===== config.mk =====
export PLATFORM = sky130hd
export DESIGN_NAME = vga_fb_scanout_flat
export DESIGN_NICKNAME = d
export VERILOG_FILES = /design/src/rtl/vga_fb_scanout_if.sv /design/src/rtl/vga_fb_scanout.sv /design/src/flat_wrapper.sv
export SDC_FILE = /design/constraint.sdc
export NUM_CORES = 1
export LEC_CHECK = 0
export ABC_CLOCK_PERIOD_IN_PS = 2820
export CAP_MARGIN = 10
export CORE_ASPECT_RATIO = 1.2
export CORE_UTILIZATION = 29
export CTS_CLUSTER_SIZE = 20
export DETAILED_ROUTE_END_ITERATION = 8
export DONT_BUFFER_PORTS = 1
export GPL_ROUTABILITY_DRIVEN = 0
export HOLD_SLACK_MARGIN = 0.02
export PLACE_DENSITY = 0.53
export SYNTH_ARGS = -nofsm -noshare
export SYNTH_HDL_FRONTEND = slang
export SYNTH_SLANG_ARGS = --single-unit

===== constraint.sdc =====
create_clock -name clk -period 2.82 [get_ports clk]
set_clock_uncertainty 0.05 [all_clocks]
set_input_delay 0.141 -clock clk [delete_from_list [all_inputs] [get_ports clk]]
set_output_delay 0.141 -clock clk [all_outputs]
set_load 0.1 [all_outputs]

===== src/rtl/vga_fb_scanout_if.sv =====
// Bus between the VGA scanout block and its surroundings: pixel tick, bitmap RAM port
// and the video outputs.
interface vga_fb_scanout_if #(
    parameter int unsigned WORD_BITS = 16,
    parameter int unsigned ADDR_BITS = 13
);
    logic                 pix_ce;
    logic [WORD_BITS-1:0] bitmap_mem;
    logic [ADDR_BITS-1:0] bitmap_addr;
    logic                 HSyncOut;
    logic                 VSyncOut;
    logic [2:0]           Red;
    logic [2:0]           Green;
    logic [1:0]           Blue;
    logic                 frame_start;
    logic                 vblank;

    modport master (
        input  pix_ce,
        input  bitmap_mem,
        output bitmap_addr,
        output HSyncOut,
        output VSyncOut,
        output Red,
        output Green,
        output Blue,
        output frame_start,
        output vblank
    );

    modport slave (
        output pix_ce,
        output bitmap_mem,
        input  bitmap_addr,
        input  HSyncOut,
        input  VSyncOut,
        input  Red,
        input  Green,
        input  Blue,
        input  frame_start,
        input  vblank
    );
endinterface


===== src/rtl/vga_fb_scanout.sv =====
// Parametrised VGA timing plus 1-bpp framebuffer scanout with border colour.
// Optional `VGA_PIXEL_DOUBLE_EN shows each framebuffer pixel as a 2x2 block.
module vga_fb_scanout #(
    parameter int unsigned H_DISPLAY    = 640,
    parameter int unsigned H_FRONT      = 16,
    parameter int unsigned H_SYNC       = 96,
    parameter int unsigned H_BACK       = 48,
    parameter int unsigned V_DISPLAY    = 480,
    parameter int unsigned V_FRONT      = 10,
    parameter int unsigned V_SYNC       = 2,
    parameter int unsigned V_BACK       = 33,
    parameter bit          SYNC_ACTIVE  = 1'b0,
    parameter int unsigned FB_WIDTH     = 512,
    parameter int unsigned FB_HEIGHT    = 256,
    parameter int unsigned FB_X0        = 64,
    parameter int unsigned FB_Y0        = 112,
    parameter int unsigned WORD_BITS    = 16,
    parameter int unsigned ADDR_BITS    = 13,
    parameter logic [7:0]  FG_COLOR     = 8'h00,
    parameter logic [7:0]  BG_COLOR     = 8'hFF,
    parameter logic [7:0]  BORDER_COLOR = 8'h03
) (
    input logic               clk,
    input logic               reset,
    vga_fb_scanout_if.master  bus
);
    localparam int unsigned H_TOTAL  = H_DISPLAY + H_FRONT + H_SYNC + H_BACK;
    localparam int unsigned V_TOTAL  = V_DISPLAY + V_FRONT + V_SYNC + V_BACK;
    localparam int unsigned HW       = $clog2(H_TOTAL);
    localparam int unsigned VW       = $clog2(V_TOTAL);
    localparam int unsigned BIW      = (WORD_BITS > 1) ? $clog2(WORD_BITS) : 1;
    localparam int unsigned HS_START = H_DISPLAY + H_FRONT;
    localparam int unsigned HS_END   = HS_START + H_SYNC;
    localparam int unsigned VS_START = V_DISPLAY + V_FRONT;
    localparam int unsigned VS_END   = VS_START + V_SYNC;
    localparam int unsigned WORDS_PER_LINE = FB_WIDTH / WORD_BITS;
`ifdef VGA_PIXEL_DOUBLE_EN
    localparam int unsigned FB_SPAN_W = 2 * FB_WIDTH;
    localparam int unsigned FB_SPAN_H = 2 * FB_HEIGHT;
`else
    localparam int unsigned FB_SPAN_W = FB_WIDTH;
    localparam int unsigned FB_SPAN_H = FB_HEIGHT;
`endif
    localparam logic [HW-1:0] H_LAST = HW'(H_TOTAL - 1);
    localparam logic [VW-1:0] V_LAST = VW'(V_TOTAL - 1);

    // Elaboration-time legality checks on the parameter set.
    if (FB_X0 + FB_SPAN_W > H_DISPLAY || FB_Y0 + FB_SPAN_H > V_DISPLAY) begin : g_bad_fb_place
        $error("vga_fb_scanout: framebuffer does not fit inside the display area");
    end
    if (FB_WIDTH % WORD_BITS != 0) begin : g_bad_fb_width
        $error("vga_fb_scanout: FB_WIDTH must be a multiple of WORD_BITS");
    end
    if (WORDS_PER_LINE * FB_HEIGHT > (1 << ADDR_BITS)) begin : g_bad_addr_bits
        $error("vga_fb_scanout: ADDR_BITS too narrow for the framebuffer");
    end

    // Stage 0: raster counters.
    logic [HW-1:0] h_q, h_d;
    logic [VW-1:0] v_q, v_d;
    logic          wrap0_q;

    always_comb begin
        h_d = h_q;
        v_d = v_q;
        if (h_q == H_LAST) begin
            h_d = '0;
            v_d = (v_q == V_LAST) ? '0 : v_q + 1'b1;
        end else begin
            h_d = h_q + 1'b1;
        end
    end

    always_ff @(posedge clk) begin
        if (reset) begin
            h_q     <= '0;
            v_q     <= '0;
            wrap0_q <= 1'b0;
        end else if (bus.pix_ce) begin
            h_q     <= h_d;
            v_q     <= v_d;
            // Marks a (0,0) reached by wrapping, not by reset.
            wrap0_q <= (h_q == H_LAST) && (v_q == V_LAST);
        end
    end

    // Stage 0 decode.
    logic [31:0]          h_int, v_int, h_rel, v_rel, px, py;
    logic                 in_disp0, in_fb0, hs0, vs0, vb0;
    logic [ADDR_BITS-1:0] addr0;
    logic [BIW-1:0]       bit0;

    always_comb begin
        h_int    = 32'(h_q);
        v_int    = 32'(v_q);
        in_disp0 = (h_int < H_DISPLAY) && (v_int < V_DISPLAY);
        in_fb0   = (h_int >= FB_X0) && (h_int < FB_X0 + FB_SPAN_W) &&
                   (v_int >= FB_Y0) && (v_int < FB_Y0 + FB_SPAN_H);
        hs0      = (h_int >= HS_START) && (h_int < HS_END);
        vs0      = (v_int >= VS_START) && (v_int < VS_END);
        vb0      = (v_int >= V_DISPLAY);
        h_rel    = h_int - FB_X0;
        v_rel    = v_int - FB_Y0;
`ifdef VGA_PIXEL_DOUBLE_EN
        px       = h_rel >> 1;
        py       = v_rel >> 1;
`else
        px       = h_rel;
        py       = v_rel;
`endif
        addr0    = ADDR_BITS'(py * WORDS_PER_LINE + px / WORD_BITS);
        bit0     = BIW'(px % WORD_BITS);
    end

    // Stage 1: decoded position and memory address.
    logic                 in_disp1_q, in_fb1_q, hs1_q, vs1_q, vb1_q, wrap1_q;
    logic [BIW-1:0]       bit1_q;
    logic [ADDR_BITS-1:0] addr_q;

    always_ff @(posedge clk) begin
        if (reset) begin
            in_disp1_q <= 1'b0;
            in_fb1_q   <= 1'b0;
            hs1_q      <= 1'b0;
            vs1_q      <= 1'b0;
            vb1_q      <= 1'b0;
            wrap1_q    <= 1'b0;
            bit1_q     <= '0;
            addr_q     <= '0;
        end else if (bus.pix_ce) begin
            in_disp1_q <= in_disp0;
            in_fb1_q   <= in_fb0;
            hs1_q      <= hs0;
            vs1_q      <= vs0;
            vb1_q      <= vb0;
            wrap1_q    <= wrap0_q;
            bit1_q     <= bit0;
            if (in_fb0) begin
                addr_q <= addr0;
            end
        end
    end

    // Stage 2: colour lookup and sync polarity.
    logic [7:0] color_d, color_q;
    logic       hsync_q, vsync_q, vblank_q, frame_start_q;

    always_comb begin
        color_d = 8'h00;
        if (in_fb1_q) begin
            color_d = bus.bitmap_mem[bit1_q] ? FG_COLOR : BG_COLOR;
        end else if (in_disp1_q) begin
            color_d = BORDER_COLOR;
        end
    end

    always_ff @(posedge clk) begin
        if (reset) begin
            color_q       <= 8'h00;
            hsync_q       <= ~SYNC_ACTIVE;
            vsync_q       <= ~SYNC_ACTIVE;
            vblank_q      <= 1'b0;
            frame_start_q <= 1'b0;
        end else begin
            frame_start_q <= bus.pix_ce && wrap1_q;
            if (bus.pix_ce) begin
                color_q  <= color_d;
                hsync_q  <= hs1_q ? SYNC_ACTIVE : ~SYNC_ACTIVE;
                vsync_q  <= vs1_q ? SYNC_ACTIVE : ~SYNC_ACTIVE;
                vblank_q <= vb1_q;
            end
        end
    end

    assign bus.bitmap_addr = addr_q;
    assign bus.HSyncOut    = hsync_q;
    assign bus.VSyncOut    = vsync_q;
    assign bus.Red         = color_q[7:5];
    assign bus.Green       = color_q[4:2];
    assign bus.Blue        = color_q[1:0];
    assign bus.frame_start = frame_start_q;
    assign bus.vblank      = vblank_q;
endmodule

===== src/flat_wrapper.sv =====
// flat-port wrapper written by rule: the top's interface ports become plain ports
module vga_fb_scanout_flat 
#(
    parameter int unsigned H_DISPLAY    = 640,
    parameter int unsigned H_FRONT      = 16,
    parameter int unsigned H_SYNC       = 96,
    parameter int unsigned H_BACK       = 48,
    parameter int unsigned V_DISPLAY    = 480,
    parameter int unsigned V_FRONT      = 10,
    parameter int unsigned V_SYNC       = 2,
    parameter int unsigned V_BACK       = 33,
    parameter bit          SYNC_ACTIVE  = 1'b0,
    parameter int unsigned FB_WIDTH     = 512,
    parameter int unsigned FB_HEIGHT    = 256,
    parameter int unsigned FB_X0        = 64,
    parameter int unsigned FB_Y0        = 112,
    parameter int unsigned WORD_BITS    = 16,
    parameter int unsigned ADDR_BITS    = 13,
    parameter logic [7:0]  FG_COLOR     = 8'h00,
    parameter logic [7:0]  BG_COLOR     = 8'hFF,
    parameter logic [7:0]  BORDER_COLOR = 8'h03
)
  (clk, reset, bus_pix_ce, bus_bitmap_mem, bus_bitmap_addr, bus_HSyncOut, bus_VSyncOut, bus_Red, bus_Green, bus_Blue, bus_frame_start, bus_vblank);
  vga_fb_scanout_if #(.WORD_BITS(WORD_BITS), .ADDR_BITS(ADDR_BITS)) bus_i ();
  input logic clk;
  input logic reset;
  input wire logic [$bits(bus_i.pix_ce)-1:0] bus_pix_ce;
  input wire logic [$bits(bus_i.bitmap_mem)-1:0] bus_bitmap_mem;
  output wire logic [$bits(bus_i.bitmap_addr)-1:0] bus_bitmap_addr;
  output wire logic [$bits(bus_i.HSyncOut)-1:0] bus_HSyncOut;
  output wire logic [$bits(bus_i.VSyncOut)-1:0] bus_VSyncOut;
  output wire logic [$bits(bus_i.Red)-1:0] bus_Red;
  output wire logic [$bits(bus_i.Green)-1:0] bus_Green;
  output wire logic [$bits(bus_i.Blue)-1:0] bus_Blue;
  output wire logic [$bits(bus_i.frame_start)-1:0] bus_frame_start;
  output wire logic [$bits(bus_i.vblank)-1:0] bus_vblank;
  assign bus_i.pix_ce = bus_pix_ce;
  assign bus_i.bitmap_mem = bus_bitmap_mem;
  assign bus_bitmap_addr = bus_i.bitmap_addr;
  assign bus_HSyncOut = bus_i.HSyncOut;
  assign bus_VSyncOut = bus_i.VSyncOut;
  assign bus_Red = bus_i.Red;
  assign bus_Green = bus_i.Green;
  assign bus_Blue = bus_i.Blue;
  assign bus_frame_start = bus_i.frame_start;
  assign bus_vblank = bus_i.vblank;
  vga_fb_scanout #(.H_DISPLAY(H_DISPLAY), .H_FRONT(H_FRONT), .H_SYNC(H_SYNC), .H_BACK(H_BACK), .V_DISPLAY(V_DISPLAY), .V_FRONT(V_FRONT), .V_SYNC(V_SYNC), .V_BACK(V_BACK), .SYNC_ACTIVE(SYNC_ACTIVE), .FB_WIDTH(FB_WIDTH), .FB_HEIGHT(FB_HEIGHT), .FB_X0(FB_X0), .FB_Y0(FB_Y0), .WORD_BITS(WORD_BITS), .ADDR_BITS(ADDR_BITS), .FG_COLOR(FG_COLOR), .BG_COLOR(BG_COLOR), .BORDER_COLOR(BORDER_COLOR)) u_core (.clk(clk), .reset(reset), .bus(bus_i));
endmodule

---- Word level (Yosys, flattened, before mapping) ----
Cells that the tools add are included.
cells by class
  equality and inequality tests ........... 2
  order comparisons ....................... 12
  reductions and logical operators ........ 10
  $add $sub $neg .......................... 5
  mux-type cells .......................... 9
operators by type and width
  kind                                                                    count
  10-bit < comparator, second input constant                              3
  10-bit by 9-bit < comparator with 1-bit output, second input constant   3
  10-bit by 1-bit adder with 10-bit output, second input constant         2
  10-bit == test, second input constant                                   2
  10-bit by 7-bit >= comparator with 1-bit output, second input constant  2
  10-bit by 9-bit >= comparator with 1-bit output, second input constant  2
  10-bit two-way mux                                                      2
  8-bit two-way mux                                                       2
  13-bit adder                                                            1
  10-bit by 7-bit subtractor with 11-bit output, second input constant    1
  10-bit >= comparator, second input constant                             1
  1-bit logical AND                                                       8
  8-bit by 7-bit subtractor with 8-bit output, second input constant      1
  4-bit by 5-bit < comparator with 1-bit output, second input constant    1
  1-bit binary-select mux with 4-bit select                               1
  2-bit AND reduction                                                     2
  1-bit two-way mux                                                       3
  2-bit two-way mux                                                       1
word-level totals
  output and inout port bits .............. 25
  register bits ........................... 56
  input port bits ......................... 19

---- Longest topological paths before layout ----
Gate-level depths: netlist of run 1.
  depth after elaboration ................. 5
  gate-level depth with buffers ........... 9
  mapped depth without buffers ............ 9

---- Worst setup path before layout of run 1 ----
OpenSTA, ideal clock, no wires.
  path type ............................... reg-to-reg
  from .................................... register u_core.h_q[6]
  to ...................................... register u_core.addr_q[11], in the netlist u_core.bus.bitmap_addr[11]
  required time ........................... 2.655 ns
  buffers on the path ..................... 0
  stages on the path, launching flop included .. 10
  path slack .............................. 0.754 ns
  arrival ................................. 1.902 ns
  library setup time ...................... 0.115 ns
  clock period less this slack ............ 2.066 ns
  cell sequence ........................... dfxtp_1 > inv_1 > ha_1 > nor3b_1 > xnor2_1 > ha_1 > nor2_1 > a32oi_1 > xor2_1 > o21a_1
between the ends
  longest elaborated chain between the ends .. 5
  elaborated cells on any way between the ends .. 8
RTL lines
  what                                                  line                   RTL
  from (decl)                                           vga_fb_scanout.sv:59   logic [HW-1:0] h_q, h_d;
  from (signal assigned)                                vga_fb_scanout.sv:76   h_q <= '0;
  from (signal assigned)                                vga_fb_scanout.sv:80   h_q <= h_d;
  branches (longest 5 deep; another with 13-bit adder)  n/a
  to (signal assigned)                                  vga_fb_scanout.sv:139  addr_q <= addr0;
  to (decl)                                             vga_fb_scanout.sv:118  logic [ADDR_BITS-1:0] addr_q;
Several ways; the timed one is not identified.
A chain may end at the register's enable or synchronous reset.

---- Worst setup path in the final report of run 1 ----
Ends and elaborated chain as after synthesis.

==> run metrics, run 1 <==
outcome finished clean; R2R cell count 9; setup_tns 0 ps; worst setup path startpoint u_core.h_q[6]$_SDFFE_PP0P_; Max rail drop VDD 0.2081 mV; 1st-iter DRT viols slightly above 100; sequential element share of the synthesized area 36.65%; GRT Total Usage 12.94%; Place WS 488.7 ps; final setup violation count 0; Die ar. around 0.01 sq mm; vias in the first global route 2067; Placed Instances around 420; fill cell count 956; Seq cells post-synth 50; worst slew pin tran 925.1 ps; P per Cell Area 428.8 mW/mm^2; Critical Path AT 2540 ps; synth top area cells dfxtp_1 37%, mux2i_1 7.0%, ha_1 6.9%, nor2_1 6.6%, xnor2_1 5.5%; Max Used Layer met4; unrepaired setup endpoints after global routing false; reg2reg end u_core.bus.bitmap_addr[11]$_SDFFE_PP0P_; H-tree levels 2; die height 108.3 um; mapped cell area 0.002731 sq mm; HPWL after DPL 4271 um; Synth Net Count around 340; cell taking the most area after synthesis dfxtp_1; reg2reg start u_core.h_q[6]$_SDFFE_PP0P_; clk buf depth 2; CTS Buf Count 5; CTS tree yes; antenna violations before repair 0; met1 wire length 2717 um; Max-cap violations 0; Non-Filler Instances 431; crit-path max FO 6; drt total wl just under 6000 um; First-pass DRT Iterations 4; Residual DRC 0; clock root buffer clkbuf_8; final slew viol count 0; Post-synth EDFFs 0; DR WL met3 290 um; synth warn 0; critical path class reg -> reg; via count 2078; Port Buffer Count 0; Overflow after GRT 0; WP data required 2970 ps; final antenna-violating net count 0; Async S/R FF share, synth 0%; Avg Inst Size Synth 8.897 sq um; core footprint 0.009081 sq mm; hold buffers post-CTS 2; Worst-path clk slew 90 ps; area share of the largest cell type after synthesis approximately 37%; CTS Sinks 50; total chip power 0.001299 W; Cell variety after synth 46; initial core utilization between 30% and 40%; flop2flop setup slack 430 ps; CP Launch Type flop; post-synthesis cell count ~310; fmax 418.3 MHz; ANT cells 0; Worst Setup Slack, final 429.4 ps; layout cells sized above 1 11.58%; Post-CTS Setup Inserts 0; global-route wire length before repair 10060 um; largest net degree at the start of global routing 37; crit path to u_core.bus.bitmap_addr[11]$_SDFFE_PP0P_; P_leak 1.178 nW; I/O pin count 44; row count 38; CTS resizes 0; metal2 WL approximately 2700 um; DR WL/cell 13.77 um; Tmin final 2391 ps; Max-slew headroom 38.25%; Layout area overhead 10.90%; Critical Path Sink Type flop; Clock Latency Late Sink 310 ps; final core utilization 33.36%; vias per inst 4.821; DIE WIDTH 90.60 um; # nets final 344; Fin. Hold Viols 0; fin crit share 84.77%; Hold Crit Class in -> reg; Primary FF master, synth dfxtp_1
==> cells by family after synthesis <==
logic type                 share of synthesized area, %
and+or+nand+nor                                   21.67
DFF                                               36.65
buffers and inverters                             7.696
AOI/OAI and AO/OA                                 7.880
xor gates and xnor gates                          8.978
muxes                                             10.26
adders and majority gates                         6.871
==> metal layers <==
layer  global-route usage, %  up-vias
li1                        -     1045
met1                   15.31      969
met5                       0        -
met3                   3.376       14
met4                   6.912        0
met2                   21.48       50
==> worst max-delay path: stages (launching register included) <==
cell and delay [ps]:
dfxtp_1 380, inv_1 170, ha_1 280, nor3b_1 420, xnor2_1 180, ha_1 250
nor2_1 80, a32oi_1 200, xor2_1 100, o21a_1 170
==> layout by cell type (no fill, tap or decap), types with 6 or more instances in the layout <==
cell and count:
nor2_1 48, dfxtp_1 48, nand2_1 23, mux2i_1 19
buf_4 18, xnor2_1 17, ha_1 15, inv_1 13
a21oi_1 11, xor2_1 11, nand3_1 8, nand2b_1 6
o21ai_0 6
==> area by class of cell <==
| type | count | area, sq um | area share, % |
|---|---|---|---|
| multi-input cells | 219 | 1520 | 50.19 |
| flip-flops and latches | 50 | 1006 | 33.21 |
| repair buffers | 21 | 192.7 | 6.361 |
| well taps | 120 | 150.1 | 4.957 |
| clock buffers | 6 | 72.57 | 2.396 |
| inverters | 13 | 48.80 | 1.611 |
| clock inverters | 2 | 38.79 | 1.280 |
==> per-stage QoR <==
step,hold slack (ps),area (sq um)
after global placement,165.5,2888
after global routing,61.49,3029
after floorplan,320.9,2731
after detailed placement,168.2,2888
after CTS,24.17,3029
final,36.09,3029
==> where the power goes <==
| part | switching, W | leakage [nW] | total [W] | internal (W) |
|---|---|---|---|---|
| sequential | 0.00000928 | 0.405 | 0.000721 | 0.000712 |
| clock | 0.000243 | 0.0554 | 0.000510 | 0.000267 |
| combinational | 0.0000407 | 0.717 | 0.0000683 | 0.0000276 |
==> state kept, by name, summed over array words and instances, names as in the netlist, 2 cells and up <==
name,flops
u_core.color_q,2
u_core.h_q,10
u_core.bit1_q,4
u_core.bus.bitmap_addr,13
u_core.v_q,10
==> synth_stat cells, types with 3 or more instances <==
| library cell | n |
|---|---|
| dfxtp_1 | 50 |
| nor2_1 | 48 |
| nand2_1 | 23 |
| mux2i_1 | 19 |
| xnor2_1 | 17 |
| ha_1 | 15 |
| inv_1 | 13 |
| clkbuf_1 | 12 |
| a21oi_1 | 11 |
| xor2_1 | 11 |
| nand3_1 | 8 |
| buf_4 | 6 |
| nand2b_1 | 6 |
| o21ai_0 | 6 |
| and3_1 | 4 |
| buf_2 | 4 |
| mux4_2 | 4 |
| nand4_1 | 4 |
| nand3b_1 | 3 |
| nor2b_1 | 3 |
| nor3_1 | 3 |
| nor4b_1 | 3 |
| o31ai_1 | 3 |
==> worst min path at each step <==
stage               startpoint                           endpoint  slack (ps)  depth (start not counted)
floorplan                reset  u_core.bus.frame_start$_SDFF_PP0_         320                          2
CTS                 bus_pix_ce         u_core.h_q[3]$_SDFFE_PP0P_          20                          3
detailed placement       reset          u_core.hs1_q$_SDFFE_PP0P_         170                          1
global route             reset         u_core.h_q[4]$_SDFFE_PP0P_          60                          2
global placement         reset          u_core.vs1_q$_SDFFE_PP0P_         170                          1
finish              bus_pix_ce     u_core.color_q[6]$_SDFFE_PP0P_          40                          3
No activity file was read; power rests on OpenSTA's default activity.
==> inputs of run 2 (changes only) <==
- ABC_CLOCK_PERIOD_IN_PS: 2820 -> 2260
- clock period: 2.82 -> 2.26 ns (I/O delays scaled with it)
==> run 2 against run 1 <==
Compared with the run above:
- sequential power rose by 25%
- core utilization grew 1.7 points
- highest routed layer unchanged
- final cell count increased by 3.2%
- hold slack improved by 34 ps
- final area increased by 5.0%
- critical path depth decreased by 4
- largest cell class unchanged
- register-to-register slack worse by 290 ps
- via count grew 3.1%
- clock power up 31%
==> run metrics, run 2 (synthesis results as in run 1) <==
multi-input logic area 0.001550 sq mm (+2.0%); WP data required 2410 ps (-560 ps); largest net degree at the start of global routing 37 (unchanged); Max-cap violations 0 (unchanged); die height 108.3 um (unchanged); 1st-iter DRT viols 125 (+24%); final core utilization 35.04% (+1.7 points); vias in the first global route 2061 (-0.29%); GRT Total Usage 12.89% (-0.049 points); final setup violation count 0 (unchanged); commonest cells after routing, fill and taps aside 48 x nor2_1, 46 x dfxtp_1, 29 x buf_4; DR WL/cell 13.59 um (-1.3%); initial core utilization 30.08% (unchanged); Largest register FFs 13 (unchanged); Clock Latency Late Sink 310 ps (about the same); unrepaired setup endpoints after global routing false; CTS Buf Count 5 (unchanged); crit-path cells dlygate4sd3_1 -> inv_1 -> nand2_1 -> a21oi_1 -> dlygate4sd3_1; HPWL after DPL 4293 um (+0.51%); # nets final 358 (+4.1%); total chip power 0.001655 W (+27%); antenna violations before repair 0 (unchanged); CP Launch Type primary input; drt total wl 6047 um (+1.9%); Residual DRC 0 (unchanged); P per Cell Area 520.2 mW/mm^2 (+21%); global-route wire length before repair 9998 um (-0.62%); clock root buffer clkbuf_8; gr busiest metal met2; Overflow after GRT 0 (unchanged); Place WS 62.48 ps (-426.2 ps); Max stage delay on crit path 1090 ps (+670 ps); Fin. Hold Viols 0 (unchanged); fmax 472.2 MHz; vias per inst 4.813 (-0.16%); P_leak 1.267 nW (+7.5%); outcome finished clean; crit-path max FO 17 (+11); Worst-path clk slew 100 ps (about the same); Layout area overhead 16.49%; Hold Crit Class in -> reg; CP bufs+invs 3 (+2); First-pass DRT Iterations 4 (unchanged); commonest non-fill, non-tap cell in the layout nor2_1; CTS tree yes; Critical Path AT 2270 ps (-270 ps); Max rail drop VDD 0.2496 mV (+20%); Die ar. 0.009812 sq mm (unchanged); Critical Path Sink Type flop; CP max stage cell dlygate4sd3_1; grt met2 use 22.40% (+0.92 points); critical path class in -> reg; core footprint 0.009081 sq mm (unchanged); met3 GRT Util 2.672% (-0.70 points); critical path's top delay family buffers and inverters; Tmin final between 2000 and 2500 ps; cell mode on critical path dlygate4sd3_1; fin crit share 93.71%; final antenna-violating net count 0 (unchanged); ANT cells 0 (unchanged); DIE WIDTH 90.60 um (unchanged); worst slew pin tran 848.0 ps (-77.03 ps); Max-slew headroom 43.28% (+5.0 points); I/O pin count 44 (unchanged); row count 38 (unchanged); Port Buffer Count 0 (unchanged); clk buf depth 2 (unchanged); setup_tns 0 ps (unchanged); layout cells sized above 1 17.23% (+5.7 points); Worst Setup Slack, final 142.0 ps (-287.4 ps); register area 0.001011 sq mm (+0.50%); CTS Sinks 50 (unchanged); fill cell count 929 (-2.8%); met1 Track Usage GR 15.42% (+0.12 points); H-tree levels 2 (unchanged); via count 2142 (+3.1%); final slew viol count 0 (unchanged)
[run 2: cell count changes in the layout (fill, tap and decap cells not counted), moves of 2 or more]
cell,delta
buf_4,+11
dlygate4sd3_1,+3
ha_1,-2
dfxtp_1,-2
ha_2,+2
inv_6,+2
[run 2: final cells by class]
cell class | instances | area share (%)
flip-flops and latches | 50 | 31.77
repair buffers | 35 | 9.595
well taps | 120 | 4.719
clock buffers | 5 | 2.163
inverters | 13 | 1.534
multi-input cells | 219 | 48.72
clock inverters | 3 | 1.494
[run 2: repair_timing]
action / 4_1_cts / 5_1_grt
endpoints found under the setup margin: 0 / 16
hold buffers: 5 / 0
gates resized for setup: 0 / 10
endpoints found under the hold margin: 36 / 0
setup buffers: 0 / 0
[run 2: path summary, 6_finish.rpt]
path                                     from                                     end  slack [ps]  depth (start not counted)
hold reg to reg   u_core.wrap0_q$_SDFFE_PP0P_             u_core.wrap0_q$_SDFFE_PP0P_         420                          2
setup reg to reg   u_core.h_q[6]$_SDFFE_PP0P_  u_core.bus.bitmap_addr[7]$_SDFFE_PP0P_         140                          8
setup / recovery                   bus_pix_ce            u_core.in_fb1_q$_SDFFE_PP0P_         140                          5
hold / removal                     bus_pix_ce               u_core.vs1_q$_SDFFE_PP0P_          70                          4
[run 2: metrics by stage]
step           instances  cell area (sq um)  hold slack (ps)
3_3_place_gp         432               2970            137.4
3_5_place_dp         432               2970            137.4
5_1_grt              445               3182            88.94
6_report             445               3182            69.60
2_1_floorplan        307               2731            292.9
4_1_cts              445               3147            54.89
[run 2: worst register-to-register path, cell delays in order, from the launching register on]
cell     delay, ps
dfxtp_2        360
or4_4          540
nand2_1         80
ha_2           210
ha_2           230
mux2i_2        240
xnor2_1        170
mux2i_1        100
nor2_1          80
[run 2: report_power, final]
part | internal (W) | switching [W] | total, W | leakage, nW
Combinational | 0.0000367 | 0.0000535 | 0.0000902 | 0.801
Sequential | 0.000887 | 0.0000112 | 0.000898 | 0.406
Clock | 0.000338 | 0.000328 | 0.000667 | 0.0591
Total | 0.00126 | 0.000393 | 0.00166 | 1.27
[run 2: per-layer routing]
layer / part of all wire [%] / routed length [um]
met1: 45 / 2710
met2: 48 / 2913
met3: 4.4 / 267
met4: 2.6 / 155
met5: 0 / 0
